===== src/rtl/bist_seq.sv =====
// bist_seq -- BIST sequencer with a TAP-loaded test-vector memory.
//
// Vectors {stim, exp, mask, last} are written during a load session.
// RUN replays them one per cycle on dut_stim. Each issued vector's
// {exp, mask, index} travels down a RESP_LAT-deep delay line, so it
// reaches the head exactly when dut_resp for that vector is valid.
// The head is then compared under the mask, and errors, the first
// failure and an optional signature are recorded.
//
// Optional feature: define BIST_SEQ_SIGNATURE_EN to build the 16-bit
// response MISR. Without it, signature is tied to zero.
//
// Ports:
//   clk, rst_n        clock, asynchronous active-low reset
//   tlr               synchronous soft reset (vector memory kept)
//   load_en           load session active
//   load_valid        write one vector
//   load_stim/exp/mask/last
//                     vector fields
//   run_start, mode   start pulse; 0 = stop on first fail, 1 = run to end
//   dut_stim/dut_resp stimulus out, response in
//   busy, done, fail, load_ovf
//                     status flags
//   vec_count         number of vectors loaded
//   err_cnt           saturating mismatch count
//   fail_addr/fail_resp
//                     capture of the first failure
//   signature         MISR value, or 0 when the MISR is not built
module bist_seq #(
   parameter  int unsigned DEPTH    = 256,
   parameter  int unsigned STIM_W   = 4,
   parameter  int unsigned RESP_W   = 4,
   parameter  int unsigned RESP_LAT = 2,
   parameter  int unsigned ERRCNT_W = 8,
   localparam int unsigned AW       = (DEPTH > 1) ? $clog2(DEPTH) : 1
) (
   input  logic                clk,
   input  logic                rst_n,
   input  logic                tlr,
   input  logic                load_en,
   input  logic                load_valid,
   input  logic [STIM_W-1:0]   load_stim,
   input  logic [RESP_W-1:0]   load_exp,
   input  logic [RESP_W-1:0]   load_mask,
   input  logic                load_last,
   input  logic                run_start,
   input  logic                mode,
   output logic [STIM_W-1:0]   dut_stim,
   input  logic [RESP_W-1:0]   dut_resp,
   output logic                busy,
   output logic                done,
   output logic                fail,
   output logic                load_ovf,
   output logic [AW:0]         vec_count,
   output logic [ERRCNT_W-1:0] err_cnt,
   output logic [AW-1:0]       fail_addr,
   output logic [RESP_W-1:0]   fail_resp,
   output logic [15:0]         signature
);

   localparam int unsigned H       = RESP_LAT - 1;
   localparam logic [AW:0] DEPTH_C = (AW+1)'(DEPTH);

   typedef enum logic [2:0] {IDLE, LOAD, RUN, DRAIN, DONE} state_t;

   typedef struct packed {
      logic [STIM_W-1:0] stim;
      logic [RESP_W-1:0] exp;
      logic [RESP_W-1:0] mask;
      logic              last;
   } vec_t;

   typedef struct packed {
      logic [RESP_W-1:0] exp;
      logic [RESP_W-1:0] mask;
      logic [AW-1:0]     idx;
   } line_t;

   state_t              state, nxt;
   vec_t                mem [DEPTH];
   vec_t                cur;
   logic [AW-1:0]       pc;
   logic                mode_q;
   logic [RESP_LAT-1:0] dl_valid;
   line_t               dl_q [RESP_LAT];
   line_t               head;
   logic                idle_like, load_go, run_go, wr_en;
   logic                mismatch, stop, issue, last_vec;

   assign cur       = mem[pc];
   assign head      = dl_q[H];
   assign idle_like = (state == IDLE) || (state == DONE);
   assign load_go   = idle_like && load_en;
   assign run_go    = idle_like && run_start && !load_en;
   assign wr_en     = (state == LOAD) && load_valid && (vec_count != DEPTH_C) && !tlr;
   assign mismatch  = dl_valid[H] && (|((dut_resp ^ head.exp) & head.mask));
   // In stop-on-fail mode the first mismatch halts issue on the same edge.
   assign stop      = mismatch && !mode_q;
   assign issue     = (state == RUN) && !stop;
   assign last_vec  = cur.last || ({1'b0, pc} == (vec_count - 1'b1));

   assign busy = (state == RUN) || (state == DRAIN);
   assign done = (state == DONE);

   always_comb begin
      nxt = state;
      unique case (state)
         IDLE, DONE: begin
            if (load_en)        nxt = LOAD;
            else if (run_start) nxt = (vec_count == '0) ? DONE : RUN;
         end
         LOAD:  if (!load_en)         nxt = IDLE;
         // A stop-on-fail abort also passes through DRAIN: the delay line
         // is flushed at that edge, so DONE follows one cycle later.
         RUN:   if (stop || last_vec) nxt = DRAIN;
         DRAIN: if (dl_valid == '0)   nxt = DONE;
         default:                     nxt = IDLE;
      endcase
   end

   // Vector memory has no reset; its contents survive tlr.
   always_ff @(posedge clk) begin
      if (wr_en) mem[vec_count[AW-1:0]] <= {load_stim, load_exp, load_mask, load_last};
   end

   always_ff @(posedge clk or negedge rst_n) begin
      if (!rst_n) begin
         state     <= IDLE;
         vec_count <= '0;
         load_ovf  <= 1'b0;
         pc        <= '0;
         mode_q    <= 1'b0;
         dut_stim  <= '0;
         err_cnt   <= '0;
         fail      <= 1'b0;
         fail_addr <= '0;
         fail_resp <= '0;
         dl_valid  <= '0;
         for (int unsigned i = 0; i < RESP_LAT; i++) dl_q[i] <= '0;
      end else if (tlr) begin
         // vec_count describes the retained memory, so it survives tlr.
         state     <= IDLE;
         load_ovf  <= 1'b0;
         pc        <= '0;
         mode_q    <= 1'b0;
         dut_stim  <= '0;
         err_cnt   <= '0;
         fail      <= 1'b0;
         fail_addr <= '0;
         fail_resp <= '0;
         dl_valid  <= '0;
      end else begin
         state <= nxt;

         if (load_go) begin
            vec_count <= '0;
            load_ovf  <= 1'b0;
            fail      <= 1'b0;
            err_cnt   <= '0;
         end

         if ((state == LOAD) && load_valid) begin
            if (vec_count == DEPTH_C) load_ovf  <= 1'b1;
            else                      vec_count <= vec_count + 1'b1;
         end

         if (run_go) begin
            pc        <= '0;
            err_cnt   <= '0;
            fail      <= 1'b0;
            fail_addr <= '0;
            fail_resp <= '0;
            mode_q    <= mode;
         end

         if (issue) begin
            dut_stim <= cur.stim;
            pc       <= pc + 1'b1;
         end

         for (int unsigned i = 1; i < RESP_LAT; i++) begin
            dl_valid[i] <= dl_valid[i-1];
            dl_q[i]     <= dl_q[i-1];
         end
         dl_valid[0] <= issue;
         dl_q[0]     <= {cur.exp, cur.mask, pc};
         if (stop) dl_valid <= '0;

         if (mismatch) begin
            if (err_cnt != '1) err_cnt <= err_cnt + 1'b1;
            if (!fail) begin
               fail      <= 1'b1;
               fail_addr <= head.idx;
               fail_resp <= dut_resp;
            end
         end
      end
   end

`ifdef BIST_SEQ_SIGNATURE_EN
   logic [15:0] sig_q;

   // Only valid compares update the MISR, so it is frozen in DONE.
   always_ff @(posedge clk or negedge rst_n) begin
      if (!rst_n) begin
         sig_q <= '0;
      end else if (tlr || run_go) begin
         sig_q <= '0;
      end else if (dl_valid[H]) begin
         sig_q <= {sig_q[14:0], sig_q[15] ^ sig_q[13] ^ sig_q[12] ^ sig_q[10]} ^ 16'(dut_resp);
      end
   end

   assign signature = sig_q;
`else
   assign signature = '0;
`endif

endmodule


===== config.mk =====
export PLATFORM = sky130hd
export DESIGN_NAME = bist_seq
export DESIGN_NICKNAME = d
export VERILOG_FILES = /design/src/rtl/bist_seq.sv
export SDC_FILE = /design/constraint.sdc
export NUM_CORES = 2
export LEC_CHECK = 0
export CORE_AREA = 5 5 496 498
export CTS_BUF_LIST = sky130_fd_sc_hd__clkbuf_4 sky130_fd_sc_hd__clkbuf_8
export CTS_CLUSTER_DIAMETER = 80
export CTS_CLUSTER_SIZE = 12
export DETAILED_ROUTE_END_ITERATION = 8
export DIE_AREA = 0 0 501 503
export MAX_ROUTING_LAYER = met4
export PLACE_DENSITY = 0.7
export SLEW_MARGIN = 40
export SYNTH_ARGS = -nofsm -noshare
export SYNTH_HDL_FRONTEND = slang
export SYNTH_SLANG_ARGS = --single-unit

===== constraint.sdc =====
create_clock -name clk -period 5.2 [get_ports clk]
set_input_delay 1.04 -clock clk [delete_from_list [all_inputs] [get_ports clk]]
set_output_delay 1.04 -clock clk [all_outputs]
set_load 0.03 [all_outputs]

Word level (Yosys, flattened, before mapping)
Memory sizes are Yosys's and may differ from the RTL's. Cells that the tools add are included.

Register bits after elaboration: 81. Bits in writable memories: 3328. Bits of input ports: 24. Output and inout bits: 53. Memories: 1.

Memories: mem (depth 256, bits a word 13, rd ports 1, clocked after memory_dff 0, wr ports 1, RTL line 80) `vec_t mem [DEPTH];`.

$add $sub $neg: 4. Equal/unequal tests: 12. Mux-type cells: 44. Bitwise gates (word level): 2. Reduce and logical (&&, ||, !) cells: 26.

Operators by type and width (count): $mux 8 (12); $mux 9 (3); $mux 4 (6); $mux 3 (7); $add 8x1->8 const B (2); $mux 1 (13); $pmux 3 s4 (1); $add 9x1->9 const B (1); $eq 8x9->1 (1); $eq 9x9->1 const B (1); $logic_and 1x1->1 (9); $logic_not 9->1 (1); $ne 9x9->1 const B (1); $sub 9x1->9 const B (1); $ne 8x8->1 const B (1); $eq 3x2->1 const B (2); $ne 3x2->1 const B (2); $and 4x4->4 (1); $logic_not 1->1 (4); $logic_or 1x1->1 (4); $mux 2 (2); $ne 4x4->1 const B (1); $reduce_and 4->1 (1); $reduce_bool 2->1 (2); other kinds (9) (9).

Longest topological paths before layout
Depth after elaboration: 9. Gate-level depth with buffers: 13. Gate-level depth less buffers: 9.

Worst setup path before layout
No wires, ideal clock.

Kind: register to register. From: register vec_count[0]. To: memory mem[208][0] in the netlist's numbering, enable pin. Library setup time: 0.382 ns. Data arrival time: 3.443 ns. Required time: 4.818 ns. Path slack: 1.374 ns. Cell stages (with the launch flop): 14. Period minus slack after synthesis: 3.826 ns. Cells stage by stage: dfrtp_1 -> clkbuf_1 -> inv_1 -> ha_1 -> buf_2 -> or3b_2 -> clkbuf_1 -> nor3_1 -> nand3_1 -> nand2_1 -> nor3b_1 -> nand3_1 -> clkbuf_1 -> nor2_1.

Cells in the longest elaborated chain, start to end: 5.

Ends and longest elaborated chain: start, declared (RTL line 54) `output logic [AW:0] vec_count,`; start signal, assigned (RTL line 164) `else vec_count <= vec_count + 1'b1;`; $ne 9x9->1 (RTL line 95) `assign wr_en = (state == LOAD) && load_valid && (vec_count != DEPTH_C) && !tlr;`; $logic_and 1x1->1 (2 in series) (RTL line 95); $mux 1 (RTL line 123) `if (wr_en) mem[vec_count[AW-1:0]] <= {load_stim, load_exp, load_mask, load_last};`; $mux 1 (implied by the code) (RTL line 123); end, declared (RTL line 80).

Parallel ways exist; a longest one is shown, timed or not.

Final worst setup path
From: register vec_count[0]. To: memory mem[93][9] in the netlist's numbering, enable pin.

The elaborated chain is that of the path after synthesis.

==> results.json <==
{
  "netlist_top_cells_count": "edfxtp_1 (3328), mux4_2 (1041), nor2_1 (301)",
  "clock_sinks": 3409,
  "fmax_mhz": 229,
  "fin_ws_ps": 834,
  "place_congestion": 0.909,
  "drive_gt1_share_pct": 31.4,
  "critPathMaxFanout": 16,
  "drc": 0,
  "outcome": "completed",
  "grt_first_pass_wirelength_mm": 463,
  "path_clk_slew_ps": 100,
  "slowest_stage": "nand2_1",
  "avgViaCountPerCell": 6.66,
  "p_leak_nw": 43.1,
  "clk_latency_ps": 1120,
  "vias": 62561,
  "cts_buffers": 335,
  "hp-class": "in -> reg",
  "cts_buffer_depth": 4,
  "hold_slack_ps": 332,
  "hold_viol": 0,
  "synthFlopType": "edfxtp_1",
  "slew_viol_final": 0,
  "io_buffers": 60,
  "crit_type": "reg -> reg",
  "core-area_um2": 242000,
  "grt_max_degree": 168,
  "post-route-period-util_pct": 84.0,
  "yosys-top-cells-area": "edfxtp_1 (76%), mux4_2 (18%), dfrtp_1 (1.5%), nor2_1 (0.86%), clkbuf_1 (0.39%)",
  "crit_path_start_kind": "flip-flop",
  "grt_use_met2_pct": 39.9,
  "critical-path-max-stage-delay_ps": 550,
  "relSlewSlack_pct": 35.6,
  "cp_num_buf_inv": 3,
  "ios": 77,
  "cap_violations": 0,
  "hpwl_mm": 192,
  "cp-startpoint": "vec_count[0]$_DFFE_PN0N_",
  "netlist_area_um2": 132000,
  "ant_nets": 0,
  "grt-busiest-layer": "met2",
  "peakVddDrop_uv": 339,
  "areaGrowthSynthToFinish_pct": 9.29,
  "wl_per_cell_um": 34.5,
  "use_met3_pct": 6.11,
  "p_per_area_nw_per_um2": 342,
  "setup_tns_ps": 0,
  "regArea_um2": 102000,
  "grt_setup_unrepaired": "no",
  "finalNetCount": 6163,
  "r2r-start": "vec_count[0]$_DFFE_PN0N_",
  "antenna_found_initial": 11,
  "routed_wl_mm": 324,
  "initial_core_util_pct": 54.4,
  "multi_input_area_um2": 28000,
  "synth_edf_count": 3328,
  "synth-async-reset-ratio_pct": 2.38,
  "avgSynthCellArea_um2": 23.4,
  "cts_tree": "done",
  "die_area_um2": 252000,
  "worstHoldStart": "load_exp[3]",
  "synth.most_common_cell": "edfxtp_1",
  "postCtsSetupBuffers": 0,
  "power_mw": 49.2,
  "drtIter0Drc": 9488,
  "cts_max_level": 5,
  "die_w_um": 501,
  "setup_viol": 0,
  "nFillCells": 16468,
  "grt_usage_pct": 26.7,
  "gr-total-overflow": 0,
  "grt_use_met1_pct": 37.4,
  "min_period_ps": 4370,
  "rows": 181,
  "synthCells": 5609,
  "grt_pass1_vias": 61931,
  "yosysUniqueCellTypes": 57,
  "ys_warn_count": 0,
  "path_cells": "inv_1, ha_1, or3b_2, nor3_1, nand3_1, nand2_1, nor3b_1, buf_4, nand2_1, nor2_1, buf_4",
  "ys_seq_area_share_pct": 77.5,
  "post-place-ws_ps": 720,
  "path_delay_family": "simple AND/OR/NAND/NOR gates",
  "final.setup_skew_ps": 90.6,
  "netlist.area_leader.share_pct": 76.0,
  "crit_arrival_ps": 5190,
  "cts_root_buf": "clkbuf_8",
  "yosys.area.top_type": "edfxtp_1",
  "cp-end-kind": "flip-flop",
  "ys_ff_latch": 3409,
  "die_h_um": 503,
  "required_ps": 6030,
  "worst_pin_slew_ps": 966,
  "dr.pass1.iters": 8
}
-- state kept, by name, summed over array words and instances, names as in the netlist --
register   flops
fail_resp      4
fail           1
dl_valid       2
mode_q         1
pc             8
state          3
dut_stim       4
mem         3328
load_ovf       1
err_cnt        8
vec_count      9
dl_q          32
fail_addr      8
-- through the flow --
stage	area [um^2]	util (%)	std cells
after CTS	144000	59.4	9378
final	144000	59.5	9390
after floorplan	132000	-	5624
after global placement	138000	57.3	8992
after detailed placement	139000	57.3	8993
after global routing	144000	59.5	9387
-- cell families (layout without fill, tap and decap cells) --
kind of cell    count (synthesis)  in the layout  synth area share [%]
flops                        3409           3409                  77.5
mux                          1102           1102                  18.3
simple gates                  538            538                  1.71
buf+inv                       344            900                  1.31
compound gates                188            188                 0.948
xor+xnor                       21             21                 0.140
fa+ha+maj                       6              6                0.0571
other cells                     1             24               0.00285
-- power by group --
group          total (mW)  internal [mW]  switching [mW]
Sequential           30.2           30.2          0.0827
Clock                14.6           6.16            8.46
Combinational        4.31           1.87            2.44
Total                49.2           38.2            11.0
-- timing repair --
| action | in CTS | in global routing |
|---|---|---|
| endpoints found under the hold margin | 54 | 0 |
| hold buffers | 1 | 0 |
| resized for setup | 0 | 0 |
-- placed cells by master (no fill, tap or decap), types with 6 or more instances in the layout --
| cell | Yosys | final |
|---|---|---|
| edfxtp_1 | 3328 | 3328 |
| mux4_2 | 1041 | 1041 |
| buf_4 | 53 | 395 |
| clkbuf_8 | 0 | 350 |
| nor2_1 | 301 | 295 |
| nand2_1 | 125 | 114 |
| dfrtp_1 | 81 | 75 |
| a22oi_1 | 48 | 48 |
| clkdlybuf4s50_1 | 0 | 45 |
| mux2i_1 | 42 | 41 |
| buf_12 | 0 | 41 |
| nand3_1 | 43 | 39 |
| a21oi_1 | 39 | 39 |
| o21ai_0 | 33 | 33 |
| clkbuf_4 | 0 | 31 |
| mux2_2 | 19 | 19 |
| conb_1 | 1 | 16 |
| nor3_1 | 14 | 13 |
| nor2b_1 | 15 | 13 |
| xor2_1 | 11 | 11 |
| inv_1 | 12 | 10 |
| xnor2_1 | 10 | 10 |
| diode_2 | 0 | 8 |
| nand2_2 | 0 | 8 |
| o31ai_1 | 8 | 8 |
| a31oi_1 | 8 | 8 |
| clkinvlp_4 | 0 | 8 |
| and2_1 | 6 | 6 |
| a22o_1 | 6 | 6 |
| o211ai_1 | 6 | 6 |
| a32oi_1 | 6 | 6 |
| ha_1 | 6 | 6 |
-- final cells by class --
cell class                      count  area share (%)
Inverter                           14          0.0374
Clock buffer                      374            3.45
Tap cell                         3202            2.79
Antenna cell                        8          0.0139
Clock inverter                     10          0.0557
Multi-Input combinational cell   1871            19.5
Sequential cell                  3409            71.0
Timing Repair Buffer              502            3.21
-- metal layers --
layer  share of wire, %  up-vias  wire [um]
met1                 38    33634     123000
met3                 11      605      35900
met5                  0        -          0
li1                   -    24602          -
met4                3.7        0      12100
met2                 47     3720     153000
-- worst paths after layout --
check,slack [ps],to,depth (start not counted)
hold / removal,330,mem[23][8]$_DFFE_PP_,1
max in group asynchronous,3850,pc[0]$_DFFE_PN0P_,3
hold reg to reg,500,dl_q[29]$_DFFE_PN0N_,2
setup / recovery,830,mem[93][9]$_DFFE_PP_,11
min in group asynchronous,470,fail_resp[2]$_DFF_PN0_,2
setup reg to reg,830,mem[93][9]$_DFFE_PP_,11
No activity file was read; power rests on OpenSTA's default activity.
